==> src/rtl/vga_hex_display_renderer_if.sv <==
// Pixel/overlay bus of the hex display renderer: pixel coordinate, digit origin,
// value load and frame timing in, registered 'show' bit out.
interface vga_hex_display_renderer_if #(
    parameter int DIGITS  = 4,
    parameter int COORD_W = 11
);
    logic [COORD_W-1:0]  x;
    logic [COORD_W-1:0]  y;
    logic                frame_start;
    logic [COORD_W-1:0]  origin_x;
    logic [COORD_W-1:0]  origin_y;
    logic [4*DIGITS-1:0] value;
    logic                value_valid;
    logic                lz_blank;
    logic [DIGITS-1:0]   blink_mask;
    logic                show;

    modport master (
        output x, y, frame_start, origin_x, origin_y, value, value_valid, lz_blank, blink_mask,
        input  show
    );

    modport slave (
        input  x, y, frame_start, origin_x, origin_y, value, value_valid, lz_blank, blink_mask,
        output show
    );
endinterface

==> src/rtl/vga_hex_display_renderer.sv <==
// Two-stage pipelined multi-digit 7-segment hex overlay with frame-synchronous double buffering.
// Define VGA_DIGIT_BLINK_EN to build the per-digit blink frame counter.
module vga_hex_display_renderer #(
    parameter int DIGITS     = 4,
    parameter int COORD_W    = 11,
    parameter int SEG_LEN    = 10,
    parameter int SEG_T      = 5,
    parameter int PITCH      = 48,
    parameter int BLINK_LOG2 = 5
) (
    input  logic                         clk,
    input  logic                         rst_n,
    vga_hex_display_renderer_if.slave    bus
);
    localparam int W2    = COORD_W + 2;
    localparam int KW    = (DIGITS > 1) ? $clog2(DIGITS) : 1;
    localparam int BOX_X = SEG_LEN + 2 * SEG_T;
    localparam int BOX_Y = 2 * SEG_LEN + SEG_T;
    localparam logic signed [W2-1:0] BX = W2'(BOX_X);
    localparam logic signed [W2-1:0] BY = W2'(BOX_Y);

    logic [4*DIGITS-1:0] r_shadow, r_disp, w_disp_next;
    logic [DIGITS-1:0]   r_blank, w_blank_next, w_dark;
    logic                w_zero_run;

    // NOTE: every always_comb assigns its outputs a default first so no latch is inferred.
    always_comb begin
        w_disp_next  = bus.value_valid ? bus.value : r_shadow;
        w_blank_next = '0;
        w_zero_run   = 1'b1;
        for (int i = 0; i < DIGITS - 1; i++) begin
            w_zero_run      = w_zero_run & (w_disp_next[4*(DIGITS-1-i) +: 4] == 4'h0);
            w_blank_next[i] = bus.lz_blank & w_zero_run;
        end
    end

    // NOTE: asynchronous reset clears every register, pipeline included, so in-flight pixels are dropped.
    always_ff @(posedge clk or negedge rst_n) begin
        if (!rst_n) begin
            r_shadow <= '0;
            r_disp   <= '0;
            r_blank  <= '0;
        end else begin
            if (bus.value_valid) r_shadow <= bus.value;
            if (bus.frame_start) begin
                r_disp  <= w_disp_next;
                r_blank <= w_blank_next;
            end
        end
    end

`ifdef VGA_DIGIT_BLINK_EN
    logic [BLINK_LOG2-1:0] r_frame_cnt;
    logic [DIGITS-1:0]     r_blink_mask;

    always_ff @(posedge clk or negedge rst_n) begin
        if (!rst_n) begin
            r_frame_cnt  <= '0;
            r_blink_mask <= '0;
        end else if (bus.frame_start) begin
            r_frame_cnt  <= r_frame_cnt + 1'b1;
            r_blink_mask <= bus.blink_mask;
        end
    end

    assign w_dark = r_frame_cnt[BLINK_LOG2-1] ? r_blink_mask : '0;
`else
    localparam int unused_blink_log2 = BLINK_LOG2;
    logic w_unused_blink;
    assign w_unused_blink = ^bus.blink_mask;
    assign w_dark         = '0;
`endif

    // Stage 1: offset from origin, nearest digit by threshold chain, bounding-box test.
    logic signed [W2-1:0] w_dx, w_dy, w_dxl;
    logic [KW-1:0]        w_k;
    logic                 w_in_box;

    always_comb begin
        w_dx  = $signed({2'b00, bus.x}) - $signed({2'b00, bus.origin_x});
        w_dy  = $signed({2'b00, bus.y}) - $signed({2'b00, bus.origin_y});
        w_k   = '0;
        w_dxl = w_dx;
        for (int i = 1; i < DIGITS; i++) begin
            if (w_dx >= $signed(W2'(i * PITCH - PITCH / 2))) begin
                w_k   = KW'(i);
                w_dxl = w_dx - $signed(W2'(i * PITCH));
            end
        end
        w_in_box = (w_dxl >= -BX) && (w_dxl <= BX) && (w_dy >= -BY) && (w_dy <= BY);
    end

    logic [KW-1:0]        r_k;
    logic signed [W2-1:0] r_dx, r_dy;
    logic                 r_in_box, r_show;

    always_ff @(posedge clk or negedge rst_n) begin
        if (!rst_n) begin
            r_k      <= '0;
            r_dx     <= '0;
            r_dy     <= '0;
            r_in_box <= 1'b0;
        end else begin
            r_k      <= w_k;
            r_dx     <= w_dxl;
            r_dy     <= w_dy;
            r_in_box <= w_in_box;
        end
    end

    // Stage 2: digit lookup, blanking, segment decode and hit test.
    function automatic logic seg_hit(input logic signed [W2-1:0] px, input logic signed [W2-1:0] py,
                                     input int sx, input int sy, input int hx, input int hy);
        int ddx, ddy;
        ddx = int'(px) - sx;
        ddy = int'(py) - sy;
        return (ddx >= -hx) && (ddx <= hx) && (ddy >= -hy) && (ddy <= hy);
    endfunction

    logic [3:0] w_nib;
    logic       w_off;
    logic [6:0] w_seg, w_hit;  // {a,b,c,d,e,f,g}
    logic       w_show_next;

    always_comb begin
        w_nib = 4'h0;
        w_off = 1'b0;
        for (int i = 0; i < DIGITS; i++) begin
            if (r_k == KW'(i)) begin
                w_nib = r_disp[4*(DIGITS-1-i) +: 4];
                w_off = r_blank[i] | w_dark[i];
            end
        end
        unique case (w_nib)
            4'h0: w_seg = 7'h7E;  4'h1: w_seg = 7'h30;  4'h2: w_seg = 7'h6D;  4'h3: w_seg = 7'h79;
            4'h4: w_seg = 7'h33;  4'h5: w_seg = 7'h5B;  4'h6: w_seg = 7'h5F;  4'h7: w_seg = 7'h70;
            4'h8: w_seg = 7'h7F;  4'h9: w_seg = 7'h7B;  4'hA: w_seg = 7'h77;  4'hB: w_seg = 7'h1F;
            4'hC: w_seg = 7'h4E;  4'hD: w_seg = 7'h3D;  4'hE: w_seg = 7'h4F;  default: w_seg = 7'h47;
        endcase
        w_hit[6] = seg_hit(r_dx, r_dy, 0, -2 * SEG_LEN, SEG_LEN, SEG_T);
        w_hit[5] = seg_hit(r_dx, r_dy, SEG_LEN + SEG_T, -SEG_LEN, SEG_T, SEG_LEN);
        w_hit[4] = seg_hit(r_dx, r_dy, SEG_LEN + SEG_T, SEG_LEN, SEG_T, SEG_LEN);
        w_hit[3] = seg_hit(r_dx, r_dy, 0, 2 * SEG_LEN, SEG_LEN, SEG_T);
        w_hit[2] = seg_hit(r_dx, r_dy, -SEG_LEN - SEG_T, SEG_LEN, SEG_T, SEG_LEN);
        w_hit[1] = seg_hit(r_dx, r_dy, -SEG_LEN - SEG_T, -SEG_LEN, SEG_T, SEG_LEN);
        w_hit[0] = seg_hit(r_dx, r_dy, 0, 0, SEG_LEN, SEG_T);
        w_show_next = r_in_box & ~w_off & (|(w_seg & w_hit));
    end

    always_ff @(posedge clk or negedge rst_n) begin
        if (!rst_n) r_show <= 1'b0;
        else        r_show <= w_show_next;
    end

    assign bus.show = r_show;
endmodule

==> src/flat_wrapper.sv <==
// flat-port wrapper written by rule: the top's interface ports become plain ports
module vga_hex_display_renderer_flat 
#(
    parameter int DIGITS     = 4,
    parameter int COORD_W    = 11,
    parameter int SEG_LEN    = 10,
    parameter int SEG_T      = 5,
    parameter int PITCH      = 48,
    parameter int BLINK_LOG2 = 5
)
  (clk, rst_n, bus_x, bus_y, bus_frame_start, bus_origin_x, bus_origin_y, bus_value, bus_value_valid, bus_lz_blank, bus_blink_mask, bus_show);
  vga_hex_display_renderer_if #(.DIGITS(DIGITS), .COORD_W(COORD_W)) bus_i ();
  input  logic clk;
  input  logic rst_n;
  input wire logic [$bits(bus_i.x)-1:0] bus_x;
  input wire logic [$bits(bus_i.y)-1:0] bus_y;
  input wire logic [$bits(bus_i.frame_start)-1:0] bus_frame_start;
  input wire logic [$bits(bus_i.origin_x)-1:0] bus_origin_x;
  input wire logic [$bits(bus_i.origin_y)-1:0] bus_origin_y;
  input wire logic [$bits(bus_i.value)-1:0] bus_value;
  input wire logic [$bits(bus_i.value_valid)-1:0] bus_value_valid;
  input wire logic [$bits(bus_i.lz_blank)-1:0] bus_lz_blank;
  input wire logic [$bits(bus_i.blink_mask)-1:0] bus_blink_mask;
  output wire logic [$bits(bus_i.show)-1:0] bus_show;
  assign bus_i.x = bus_x;
  assign bus_i.y = bus_y;
  assign bus_i.frame_start = bus_frame_start;
  assign bus_i.origin_x = bus_origin_x;
  assign bus_i.origin_y = bus_origin_y;
  assign bus_i.value = bus_value;
  assign bus_i.value_valid = bus_value_valid;
  assign bus_i.lz_blank = bus_lz_blank;
  assign bus_i.blink_mask = bus_blink_mask;
  assign bus_show = bus_i.show;
  vga_hex_display_renderer #(.DIGITS(DIGITS), .COORD_W(COORD_W), .SEG_LEN(SEG_LEN), .SEG_T(SEG_T), .PITCH(PITCH), .BLINK_LOG2(BLINK_LOG2)) u_core (.clk(clk), .rst_n(rst_n), .bus(bus_i));
endmodule
==> config.mk <==
export PLATFORM = sky130hd
export DESIGN_NAME = vga_hex_display_renderer_flat
export DESIGN_NICKNAME = d
export VERILOG_FILES = /design/src/rtl/vga_hex_display_renderer_if.sv /design/src/rtl/vga_hex_display_renderer.sv /design/src/flat_wrapper.sv
export SDC_FILE = /design/constraint.sdc
export NUM_CORES = 1
export LEC_CHECK = 0
export ABC_AREA = 0
export CAP_MARGIN = 20
export CORE_AREA = 2 2 109 111
export DETAILED_ROUTE_END_ITERATION = 12
export DIE_AREA = 0 0 111 113
export PLACE_DENSITY = 0.76
export SLEW_MARGIN = 5
export SYNTH_ARGS = -nofsm -noshare
export SYNTH_HDL_FRONTEND = slang
export SYNTH_SLANG_ARGS = --single-unit
==> constraint.sdc <==
create_clock -name clk -period 2.9 [get_ports clk]
set_input_delay 0.29 -clock clk [delete_from_list [all_inputs] [get_ports clk]]
set_output_delay 0.29 -clock clk [all_outputs]
set_load 0.01 [all_outputs]
; Word level (Yosys, flattened, before mapping)
; Memories as Yosys holds them, arrays and structs flattened.
; Cells that the tools add are included.
[op_classes]
add_sub_neg = 11
magnitude_cmp = 23
n_eq_ne = 3
mux = 15
n_bitwise = 9
n_reduce_logical = 25
[ops]
columns = cell, count
row1 = "32-bit by 4-bit >= comparator with 1-bit output, second input constant", 4
row2 = "32-bit by 4-bit <= comparator with 1-bit output, second input constant", 4
row3 = "32-bit by 5-bit >= comparator with 1-bit output, second input constant", 2
row4 = "32-bit by 5-bit <= comparator with 1-bit output, second input constant", 2
row5 = 13-bit two-way mux, 3
row6 = "13-bit by 5-bit subtractor with 14-bit output, second input constant", 2
row7 = "13-bit by 6-bit >= comparator with 1-bit output, second input constant", 2
row8 = "13-bit by 8-bit >= comparator with 1-bit output, second input constant", 2
row9 = "12-bit by 5-bit subtractor with 13-bit output, second input constant", 2
row10 = "12-bit by 6-bit subtractor with 13-bit output, second input constant", 2
row11 = 11-bit by 11-bit subtractor with 12-bit output, 2
row12 = 1-bit logical AND, 20
row13 = 16-bit two-way mux, 1
row14 = 4-bit two-way mux, 4
row15 = "13-bit by 5-bit >= comparator with 1-bit output, second input constant", 1
row16 = "13-bit by 5-bit <= comparator with 1-bit output, second input constant", 1
row17 = "13-bit by 6-bit <= comparator with 1-bit output, second input constant", 1
row18 = "13-bit by 7-bit subtractor with 13-bit output, second input constant", 1
row19 = "13-bit by 8-bit subtractor with 13-bit output, second input constant", 1
row20 = "13-bit by 9-bit subtractor with 13-bit output, second input constant", 1
row21 = "12-bit by 4-bit >= comparator with 1-bit output, second input constant", 1
row22 = "12-bit by 6-bit >= comparator with 1-bit output, second input constant", 1
row23 = "12-bit by 4-bit <= comparator with 1-bit output, second input constant", 1
row24 = "12-bit by 6-bit <= comparator with 1-bit output, second input constant", 1
row25 = 10 further kinds, 24
[word_totals]
ff_bits = 64
mem_bits_ro = 112
in_bits = 69
mem_count = 1
[mem_list]
columns = memory, words, width, rd, rd_clocked_by_memory_dff, wr, line_no
row1 = (no name shown), 16, 7, 1, 0, 0, vga_hex_display_renderer.sv:134  ; unique case (w_nib)

; Logic depth before layout (Yosys ltp)
; Gate-level depths: netlist of the first run.
[logic_depth]
ltp_word = 9
depth_mapped = 18
depth_no_buf = 17

; Worst setup path after synthesis of the first run
; OpenSTA, ideal clock, no wires.
[synth_path]
path_type = input-to-reg
from = input bus_origin_x[1]
to = register u_core.r_in_box
t_arrival_ns = 3.641
path_slack_ns = -0.836
stages = 15
n_path_buf = 1
cell_sequence = inv_1 ha_1 nor2b_4 o2111ai_1 nor3b_1 xor2_1 inv_1 ha_1 bufbuf_16 or3_1 o21a_2 a311oi_2 o2111a_1 nand4b_1 o32ai_2
[synth_between]
elab_chain_cells = 9
[synth_lines]
columns = element, line_no
row1 = start: declaration, flat_wrapper.sv:18  ; input wire logic [$bits(bus_i.origin_x)-1:0] bus_origin_x;
row2 = 11-bit by 11-bit subtractor with 12-bit output (*), vga_hex_display_renderer.sv:80  ; w_dx = $signed({2'b00, bus.x}) - $signed({2'b00, bus.origin_x});
row3 = 13-bit by 7-bit subtractor with 13-bit output or 13-bit by 6-bit >= comparator with 1-bit output (tied branches), "vga_hex_display_renderer.sv:87, vga_hex_display_renderer.sv:85"
row4 = 13-bit two-way mux (2 in a row), vga_hex_display_renderer.sv:85  ; if (w_dx >= $signed(W2'(i * PITCH - PITCH / 2))) begin
row5 = 13-bit two-way mux (*), vga_hex_display_renderer.sv:85
row6 = 13-bit by 6-bit >= comparator with 1-bit output or 13-bit by 6-bit <= comparator with 1-bit output (tied branches), vga_hex_display_renderer.sv:90  ; w_in_box = (w_dxl >= -BX) && (w_dxl <= BX) && (w_dy >= -BY) && (w_dy <= BY);
row7 = 1-bit logical AND (*) (3 in a row), vga_hex_display_renderer.sv:90
row8 = net u_core.w_in_box, vga_hex_display_renderer.sv:77  ; logic w_in_box;
row9 = end signal: assignment, vga_hex_display_renderer.sv:107  ; r_in_box <= w_in_box;
row10 = end: declaration, vga_hex_display_renderer.sv:95  ; logic r_in_box, r_show;
; The timed path passes the listed nets; every way through them passes the cells marked *.
; A chain may end at the register's enable or synchronous reset.

; Final worst setup path of the first run
[layout_path]
from = input bus_x[5]
to = register u_core.r_in_box
[layout_between]
elab_chain_cells = 9
[layout_lines]
columns = element, line_no
row1 = start: declaration, flat_wrapper.sv:15  ; input wire logic [$bits(bus_i.x)-1:0] bus_x;
row2 = 11-bit by 11-bit subtractor with 12-bit output (*), vga_hex_display_renderer.sv:80
row3 = 13-bit by 7-bit subtractor with 13-bit output or 13-bit by 6-bit >= comparator with 1-bit output (tied branches), "vga_hex_display_renderer.sv:87, vga_hex_display_renderer.sv:85"
row4 = 13-bit two-way mux (2 in a row), vga_hex_display_renderer.sv:85
row5 = 13-bit two-way mux (*), vga_hex_display_renderer.sv:85
row6 = net u_core.w_dxl[7], vga_hex_display_renderer.sv:75  ; logic signed [W2-1:0] w_dx, w_dy, w_dxl;
row7 = 13-bit by 6-bit >= comparator with 1-bit output or 13-bit by 6-bit <= comparator with 1-bit output (tied branches), vga_hex_display_renderer.sv:90
row8 = 1-bit logical AND (*) (3 in a row), vga_hex_display_renderer.sv:90
row9 = net u_core.w_in_box, vga_hex_display_renderer.sv:77
; Marks and branches as above.

==> run_results.csv, run 1 <==
group,metric,value,unit
yosys,syn_avg_cell_area,8.554,um2
clock_network,insertion_delay,330,ps
yosys,synth_cell_type_count,88,
cells_and_area,final_cell_area,0.008567,mm2
global_route,antenna_found_initial,0,
yosys,synth_seq_area_share,27.86,%
cells_and_area,nFillCells,779,
clock_network,clk_path_buf_depth,2,
critical_path,endpoint_kind,"register",
run_status,violations,"negative setup slack",
yosys,synthesis.area,0.005748,mm2
run_status,status,"finished, violations left",
sta,worst_pin_slew,711.1,ps
die,fp.dieW,111,um
yosys,ys_ff_latch,64,
clock_network,cts-root-buf,"clkbuf_16",
cells_and_area,ff_latch_area,0.001607,mm2
yosys,synthCells,672,
die,die_area,0.01254,mm2
sta,setup_viol,10,
placed_design,postPlaceCellArea,0.007667,mm2
yosys,yosys_warnings,0,
sta,period_needed,3361,ps
critical_path,startpoint_type,"input pin",
routing,wirelength,18000,um
routing,vias_per_cell,5.900,
sta,finalHoldViolations,0,
clock_network,cts_tree,"done",
pwr,power.density,572.5,mW/mm2
routing,vias,6095,
global_route,track_usage,28.31,%
sta,skew,6.752,ps
global_route,grt_pass1_wl,29200,um
die,core-area,0.01127,mm2
critical_path,worstPathArrival,3600,ps
routing,drc_errors,0,
yosys,ys_async_sr_fraction,100.0,%
pwr,ir_drop,0.0005235,V
placed_design,place_ws,-1366,ps
placed_design,gp_congestion,0.9378,
routing,detail_route.iter0.violations,481,
pwr,power.leakage,3.787,nW
min_path,hp-class,"input pin to register",
routing,firstDrtPassIters,5,
sta,fin_ws,-460.6,ps
clock_network,cts_num_sinks,64,
clock_network,cts_buffers,9,
pwr,power,4.905,mW
routing,ant_nets,0,
sta,slew_violations,0,
clock_network,clkSlewWorstSetupHoldPaths,60,ps
cells_and_area,multi_input_area,0.004292,mm2
clock_network,htree_num_levels,3,
critical_path,worstPathMaxFanout,5,
yosys,synth-edff-count,0,
cells_and_area,final_nets,1005,
placed_design,hpwl,12770,um
cells_and_area,antenna_cells,0,
routing,wire_per_inst,17.42,um
sta,slew_headroom,51.99,%
yosys,synth_ff_type,"dfrtp_1",
sta,rsz0062_at_grt,"true",
global_route,grt_max_degree,30,
die,start_util,50.99,%
job,cap_violations,0,
die,rows,39,
critical_path,crit_required,3140,ps
placed_design,io_buffer_count,65,
yosys,syn_nets,792,
cells_and_area,drive_gt1_share,35.39,%
cells_and_area,areaGrowthSynthToFinish,49.04,%
global_route,grt_pass1_vias,6174,
sta,fmax,297.6,MHz
die,ioPinCount,70,
critical_path,worstSetupPathType,"input pin to register",
global_route,gr-total-overflow,0,
die,die_y,113,um
sta,final.period_utilization,115.9,%
## repair_timing
item,CTS,global route
endpoints found under the setup margin,13,11
endpoints found under the hold margin,27,0
buffers inserted,14,9
pin swaps,36,42
hold buffers,1,0
resized for setup,70,43
## final timing paths
check                                          end              start  depth (start not counted)  slack (ps)
worst max-delay path               u_core.r_in_box           bus_x[5]                         15        -460
worst min-delay path                u_core.r_dy[0]    bus_origin_y[0]                          3         270
worst max register to register     u_core.bus.show     u_core.r_dy[2]                         14        -110
worst min register to register   u_core.r_blank[0]  u_core.r_blank[0]                          1         500
max in group asynchronous           u_core.r_dy[1]              rst_n                          3        1640
min in group asynchronous       u_core.r_shadow[2]              rst_n                          2         530
## metal layers
layer | vias to the layer above | wire (um) | global-route usage [%]
li1 | 2867 | - | -
met1 | 2932 | 7171 | 33.74
met2 | 232 | 9267 | 50.63
met3 | 64 | 853 | 4.821
met4 | 0 | 703 | 12.17
met5 | - | 0 | 0
## registers in the layout (all words and copies together) (netlist names)
signal           flops
u_core.r_dx         13
u_core.r_shadow     16
u_core.r_k           2
u_core.r_in_box      1
u_core.r_blank       3
u_core.r_disp       16
u_core.bus.show      1
u_core.r_dy         12
## layout by cell type, fill, tap and decap left out, types with 5 or more instances in the layout
master           instances
a21oi_2                  6
xnor2_1                 15
o21ai_0                 22
nand2b_1                 7
inv_2                   13
a21oi_1                 38
o21ai_1                  8
o22ai_1                  6
a21o_1                   6
dlymetal6s2s_1           5
ha_4                    11
mux2i_1                 11
nor2_1                  81
nand3_1                 11
mux2_2                  13
ha_1                    34
o21a_1                   6
nand4_1                  9
a31oi_1                 10
a211oi_1                 6
xor2_1                   9
nor2b_1                 13
clkbuf_16                9
buf_6                    6
buf_4                  159
clkdlybuf4s50_1         51
dfrtp_1                 60
nor4_1                   8
nor3_1                  13
nand2_1                 34
a211o_1                  6
o211ai_1                 7
inv_1                   40
## cell type report
type | instances | share of cell area, %
Timing Repair Buffer | 232 | 22.58
Clock inverter | 7 | 1.198
Sequential cell | 64 | 18.75
Clock buffer | 9 | 2.629
Tap cell | 143 | 2.089
Multi-Input combinational cell | 522 | 50.09
Inverter | 56 | 2.658
## synth_stat cells, types with 3 or more instances
cell type | instances | area share, %
a211o_1 | 7 | 1.1
a211oi_1 | 9 | 1.2
a21o_1 | 6 | 0.78
a21oi_1 | 44 | 3.8
a22oi_1 | 5 | 0.65
a31oi_1 | 12 | 1.3
and2_1 | 4 | 0.44
and3_1 | 3 | 0.33
clkbuf_1 | 24 | 1.6
dfrtp_1 | 64 | 28
ha_1 | 49 | 11
inv_1 | 54 | 3.5
mux2_2 | 13 | 2.5
mux2i_1 | 11 | 1.9
mux4_2 | 4 | 1.6
nand2_1 | 37 | 2.4
nand2b_1 | 7 | 0.76
nand3_1 | 14 | 1.2
nand4_1 | 9 | 0.98
nor2_1 | 82 | 5.4
nor2b_1 | 13 | 1.4
nor3_1 | 16 | 1.4
nor3b_1 | 4 | 0.52
nor4_1 | 9 | 0.98
nor4b_1 | 4 | 0.61
o211ai_1 | 7 | 0.91
o21a_1 | 6 | 0.78
o21ai_0 | 30 | 2.6
o22ai_1 | 7 | 0.76
o31ai_1 | 4 | 0.52
o41ai_1 | 3 | 0.46
or2_2 | 3 | 0.33
or3_1 | 6 | 0.65
or4_1 | 6 | 0.78
xnor2_1 | 19 | 2.9
xor2_1 | 10 | 1.5
## worst max-delay path, stage by stage
cell and delay [ps]:
clkdlybuf4s50_1 500, ha_4 210, and3_4 190, a221oi_4 320, xnor2_2 200, inv_2 110
buf_4 150, buf_4 130, or4_4 500, nand4_1 100, nor3_2 60, nor4_4 330
o2111a_1 250, nand4b_1 120, o32ai_2 140
## per-stage QoR
| stage | utilization [%] | instances | hold slack [ps] | setup TNS (ps) |
|---|---|---|---|---|
| after floorplan | - | 672 | -5.591 | -1220 |
| after global placement | 68.02 | 994 | 326.7 | -10740 |
| after CTS | 74.24 | 1025 | 396.0 | -807.1 |
| after global routing | 76.00 | 1033 | 283.1 | -2660 |
| after detailed placement | 68.02 | 994 | 328.8 | -11400 |
| final | 76.00 | 1033 | 268.8 | -1449 |
## kinds of logic after synthesis
| group | Yosys count | synth area share, % |
|---|---|---|
| adders and majority gates | 52 | 11.54 |
| muxes | 28 | 6.030 |
| AOI/OAI and AO/OA | 182 | 22.83 |
| DFF | 64 | 27.86 |
| buffers and inverters | 86 | 6.704 |
| xor gates and xnor gates | 30 | 4.702 |
| and+or+nand+nor | 230 | 20.33 |
## where the power goes
part / switching [mW] / leakage (nW) / total [mW] / internal [mW]
clock network: 0.409 / 0.157 / 1.17 / 0.760
registers: 0.134 / 0.744 / 1.17 / 1.03
logic: 1.31 / 2.89 / 2.57 / 1.25
total: 1.86 / 3.79 / 4.90 / 3.05
(Power assumes the default switching activity.)
==> run 2, diff against run 1 <==
--- a/config.mk
+++ b/config.mk
@@ -10,8 +10,8 @@
 export CORE_AREA = 2 2 109 111
 export DETAILED_ROUTE_END_ITERATION = 12
 export DIE_AREA = 0 0 111 113
+export MAX_ROUTING_LAYER = met4
 export PLACE_DENSITY = 0.76
-export SLEW_MARGIN = 5
 export SYNTH_ARGS = -nofsm -noshare
 export SYNTH_HDL_FRONTEND = slang
 export SYNTH_SLANG_ARGS = --single-unit
==> run 2 against run 1 <==
  * The flow still finishes with violations (negative setup slack)
  * First-iteration DRC count fell by 2.5%
  * Clock power rose by 7%
  * Clock-buffer cell count rose by 1
  * Critical endpoint unchanged
==> run_results.csv, run 2 (synthesis gave the netlist of run 1 again) <==
group,metric,value,unit
run_status,status,"finished, violations left",
run_status,violations,"negative setup slack",
cells_and_area,multi_input_area,0.004328,mm2
cells_and_area,areaGrowthSynthToFinish,50.98,%
sta,finalHoldViolations,0,
routing,vias_per_cell,5.891,
placed_design,placedCellCount,988,
clock_network,clk_path_buf_depth,2,
cells_and_area,final_nets,1010,
global_route,grt_pass1_vias,6112,
routing,wirelength,17680,um
sta,skew,6.767,ps
placed_design,hpwl,12860,um
cells_and_area,antenna_cells,0,
job,cap_violations,0,
global_route,gr-total-overflow,0,
placed_design,io_buffer_count,65,
global_route,track_usage,28.52,%
routing,firstDrtPassIters,5,
die,start_util,50.99,%
clock_network,cts_buffers,9,
sta,worst_pin_slew,506.9,ps
clock_network,cts_num_sinks,64,
clock_network,clkSlewWorstSetupHoldPaths,50,ps
global_route,grt_pass1_wl,28430,um
min_path,hp-class,"input pin to register",
cells_and_area,final_cells,1038,
routing,ant_nets,0,
cells_and_area,top_regs,"u_core.r_disp (16), u_core.r_shadow (16), u_core.r_dx (13)",
cells_and_area,nFillCells,789,
sta,finalHoldWorstSlack,386.0,ps
routing,drc_errors,0,
cells_and_area,final_common_cell,"buf_4",
critical_path,worstPathArrival,3560,ps
sta,slew_violations,0,
clock_network,cts_tree,"done",
global_route,grt_max_degree,31,
sta,slew_headroom,65.67,%
pwr,ir_drop,0.0005074,V
routing,detail_route.iter0.violations,469,
placed_design,place_ws,-1355,ps
cells_and_area,drive_gt1_share,35.64,%
die,ioPinCount,70,
die,core-area,0.01127,mm2
sta,fin_ws,-421.2,ps
routing,vias,6115,
critical_path,worstSetupPathType,"input pin to register",
sta,setup_viol,7,
die,die_area,0.01254,mm2
sta,final.period_utilization,114.5,%
critical_path,startpoint_type,"input pin",
die,die_y,113,um
critical_path,endpoint_kind,"register",
critical_path,crit_required,3140,ps
clock_network,htree_num_levels,3,
routing,wire_per_inst,17.03,um
pwr,power.density,581.2,mW/mm2
pwr,power.leakage,3.834,nW
cells_and_area,final_cell_mix,"159 x buf_4, 81 x nor2_1, 62 x dfrtp_1",
clock_network,cts-root-buf,"clkbuf_16",
die,rows,39,
critical_path,worstPathMaxFanout,5,
clock_network,insertion_delay,330,ps
sta,period_needed,3321,ps
global_route,antenna_found_initial,0,
cells_and_area,ff_latch_area,0.001604,mm2
sta,finalSetupTns,-1123,ps
sta,rsz0062_at_grt,"true",
sta,fmax,301.1,MHz
die,fp.dieW,111,um
placed_design,gp_congestion,0.9609,
-- run 2: cell count changes in the layout (fill, tap and decap cells not counted), sizes merged --
cell | before | now
inv | 58 | 56
clkinvlp | 1 | 0
clkinv | 2 | 3
dlymetal6s2s | 5 | 2
buf | 169 | 174
clkbuf | 11 | 12
dlygate4sd2 | 4 | 7
bufinv | 2 | 3
-- run 2: where the power goes --
part	internal (mW)	switching, mW
registers	1.03	0.135
clock network	0.866	0.384
logic	1.29	1.34
total	3.19	1.85
-- run 2: layout make-up --
| type | count | area share [%] |
|---|---|---|
| clock inverter | 6 | 1.341 |
| clock buffer | 10 | 2.754 |
| timing repair buffer | 237 | 22.81 |
| multi-input combinational | 522 | 49.87 |
| inverter | 56 | 2.682 |
| sequential | 64 | 18.48 |
| tap | 143 | 2.062 |
-- run 2: worst paths after layout --
check                                   from                  to  slack [ps]  cells past startpoint
max reg2reg                   u_core.r_dy[2]     u_core.bus.show          20                     12
min reg2reg                u_core.r_blank[0]   u_core.r_blank[0]         480                      1
max                                 bus_x[0]     u_core.r_in_box        -420                     16
min in group asynchronous              rst_n  u_core.r_shadow[2]         450                      2
max in group asynchronous              rst_n      u_core.r_dy[1]        1700                      3
min                                 bus_x[1]      u_core.r_dx[1]         390                      2
-- run 2: stage by stage --
step	area [um2]	util, %	power, mW
after floorplan	5953	-	2.484
after global placement	7622	67.62	3.291
after detailed placement	7622	67.62	3.354
after CTS	8399	74.51	4.842
after global routing	8678	76.99	5.317
final	8678	76.99	5.044
-- run 2: repair_timing --
action | CTS | global route
hold endpoints to repair | 18 | 0
pin swaps | 52 | 26
setup buffers | 23 | 12
setup endpoints to repair | 13 | 11
resized for setup | 76 | 49
hold buffers | 1 | 0
-- run 2: worst max-delay path, cell delays in order --
cell      delay [ps]
buf_8            110
inv_12            40
ha_4             130
inv_2             40
fa_2             390
a21o_1           210
a221oi_4         330
buf_4            180
o211ai_1          90
a21boi_4         170
a2111o_1         520
o21a_4           260
a311oi_2         320
o2111a_1         250
nand4b_1         120
o32ai_2          110
-- run 2: per-layer routing --
metal	GRT usage (%)	up-vias	wire length, um
li1	-	2877	-
met1	31.79	2978	6968
met2	51.49	201	9341
met3	4.071	59	798
met4	11.75	0	573
met5	-	-	0
==> run 3, diff against run 2 <==
==> constraint.sdc (replaced) <==
create_clock -name clk -period 3 [get_ports clk]
set_input_delay 0.3 -clock clk [delete_from_list [all_inputs] [get_ports clk]]
set_output_delay 0.3 -clock clk [all_outputs]
set_load 0.01 [all_outputs]
==> run 3 against run 2 <==
  * First-iteration DRC count fell by 5.3%
  * Global-route usage rose by 0.68 points
  * Clock power barely moved
  * Sequential share of layout area barely moved
  * Clock skew fell by 1.7 ps
  * Critical path type unchanged
  * Worst hold slack got worse by 22 ps
  * Largest cell class unchanged
  * Critical path depth rose by 1
  * The flow still finishes with violations (negative setup slack)
  * Routed wire length rose by 3.3%
==> run_results.csv, run 3 (synthesis gave the netlist of run 1 again) <==
group,metric,value,unit
pwr,power.leakage,3.809,nW
critical_path,crit_path_max_incr_delay,430,ps
critical_path,worstPathArrival,3670,ps
die,fp.dieW,111,um
cells_and_area,final_nets,1006,
routing,firstDrtPassIters,5,
sta,period_needed,3426,ps
placed_design,placedCellCount,985,
sta,skew,5.104,ps
sta,worst_pin_slew,731.6,ps
placed_design,gp_congestion,0.9955,
die,ioPinCount,70,
cells_and_area,antenna_cells,0,
sta,finalSetupTns,-1336,ps
global_route,gr-total-overflow,0,
run_status,status,"finished, violations left",
critical_path,worstPathMaxFanout,5,
clock_network,htree_num_levels,3,
critical_path,endpoint_kind,"register",
critical_path,cp_slowest_cell,"or3_4",
critical_path,worstSetupPathType,"input pin to register",
placed_design,hpwl,12900,um
routing,ant_nets,0,
job,cap_violations,0,
sta,final.period_utilization,114.2,%
sta,setup_viol,10,
critical_path,startpoint_type,"input pin",
min_path,hp-class,"input pin to async pin",
clock_network,cts_buffers,9,
placed_design,io_buffer_count,65,
sta,slew_violations,0,
global_route,track_usage,29.20,%
sta,slew_headroom,50.61,%
sta,fin_ws,-426.1,ps
sta,fmax,291.9,MHz
cells_and_area,drive_gt1_share,34.68,%
die,rows,39,
global_route,grt_pass1_wl,29120,um
routing,drc_errors,0,
routing,vias_per_cell,5.875,
die,core-area,0.01127,mm2
global_route,grt_pass1_vias,6016,
clock_network,cts_num_sinks,64,
routing,vias,6075,
critical_path,worst-path-buf-inv,4,
cells_and_area,final_cell_mix,"156 x buf_4, 79 x nor2_1, 64 x dfrtp_1",
cells_and_area,final_cells,1034,
sta,finalHoldViolations,0,
cells_and_area,final_util,77.07,%
clock_network,cts_tree,"done",
critical_path,path_common_cell,"ha_4",
sta,rsz0062_at_grt,"true",
pwr,ir_drop,0.0005212,V
run_status,violations,"negative setup slack",
routing,detail_route.iter0.violations,444,
clock_network,clkSlewWorstSetupHoldPaths,60,ps
cells_and_area,top_regs,"u_core.r_disp (16), u_core.r_shadow (16), u_core.r_dx (13)",
placed_design,postPlaceCellArea,0.007595,mm2
pwr,power.density,562.5,mW/mm2
cells_and_area,nFillCells,775,
cells_and_area,areaGrowthSynthToFinish,51.13,%
cells_and_area,final_cell_area,0.008687,mm2
routing,wire_per_inst,17.66,um
cells_and_area,final_common_cell,"buf_4",
critical_path,crit_required,3240,ps
global_route,antenna_found_initial,0,
die,start_util,50.99,%
critical_path,cpLargestDelayFamily,"compound AO/OA/AOI/OAI gates",
global_route,grt_max_degree,49,
die,die_y,113,um
clock_network,insertion_delay,330,ps
critical_path,cp_cell_sequence,"buf_12 > inv_12 > ha_4 > inv_2 > fa_2 > a21o_1 > a221oi_4 > xnor2_2 > buf_4 > ha_4 > a21boi_4 > or3_4 > a2111oi_4 > a311oi_4 > a211oi_2 > nand4_1 > o32ai_2",
placed_design,place_ws,-1356,ps
routing,wirelength,18270,um
die,die_area,0.01254,mm2
clock_network,clk_path_buf_depth,2,
clock_network,cts-root-buf,"clkbuf_16",
==> run 3: cell count changes in the layout (fill, tap and decap cells not counted), moves of 3 or more <==
cell    delta
buf_12     +4
buf_6      -4
buf_4      -3
ha_1       -3
==> run 3: worst paths after layout <==
path / startpoint / endpoint / slack (ps) / depth (start not counted)
setup / recovery: bus_x[0] / u_core.r_in_box / -430 / 17
hold / removal: rst_n / u_core.r_disp[5] / 360 / 2
setup reg to reg: u_core.r_dy[2] / u_core.bus.show / -20 / 13
hold reg to reg: u_core.r_shadow[2] / u_core.r_shadow[2] / 500 / 1
max in group asynchronous: rst_n / u_core.r_dy[0] / 1880 / 4
min in group clk: bus_origin_y[0] / u_core.r_dy[0] / 390 / 3
==> run 3: timing repair <==
item | in CTS | in global routing
setup endpoints to repair | 13 | 9
gates resized for setup | 69 | 48
gates cloned | 0 | 0
buffers inserted | 18 | 14
endpoints found under the hold margin | 0 | 7
hold buffers | 0 | 1
pin swaps | 41 | 41
==> run 3: cell type report <==
type / count / area (um2) / area share, %
clock buffer: 10 / 239.0 / 2.751
clock inverter: 6 / 115.1 / 1.325
inverter: 56 / 227.7 / 2.621
multi-input combinational: 522 / 4348 / 50.05
sequential: 64 / 1602 / 18.44
tap: 143 / 178.9 / 2.060
timing repair buffer: 233 / 1977 / 22.76
==> run 3: where the power goes <==
group	internal (mW)	switching, mW
clock	0.838	0.388
combinational	1.25	1.27
sequential	0.998	0.148
==> run 3: stage by stage <==
step | total power, mW | hold slack [ps]
detailed placement | 3.216 | 492.5
CTS | 4.620 | 176.0
global placement | 3.153 | 468.7
finish | 4.887 | 363.6
global route | 5.126 | 388.3
floorplan | 2.395 | 4.409
==> run 3: per-layer routing <==
layer,vias up,global-route usage (%),part of all wire [%]
li1,2863,-,-
met3,53,3.374,4.8
met5,-,-,0
met2,232,52.19,52
met1,2927,34.10,40
met4,0,10.58,3.0
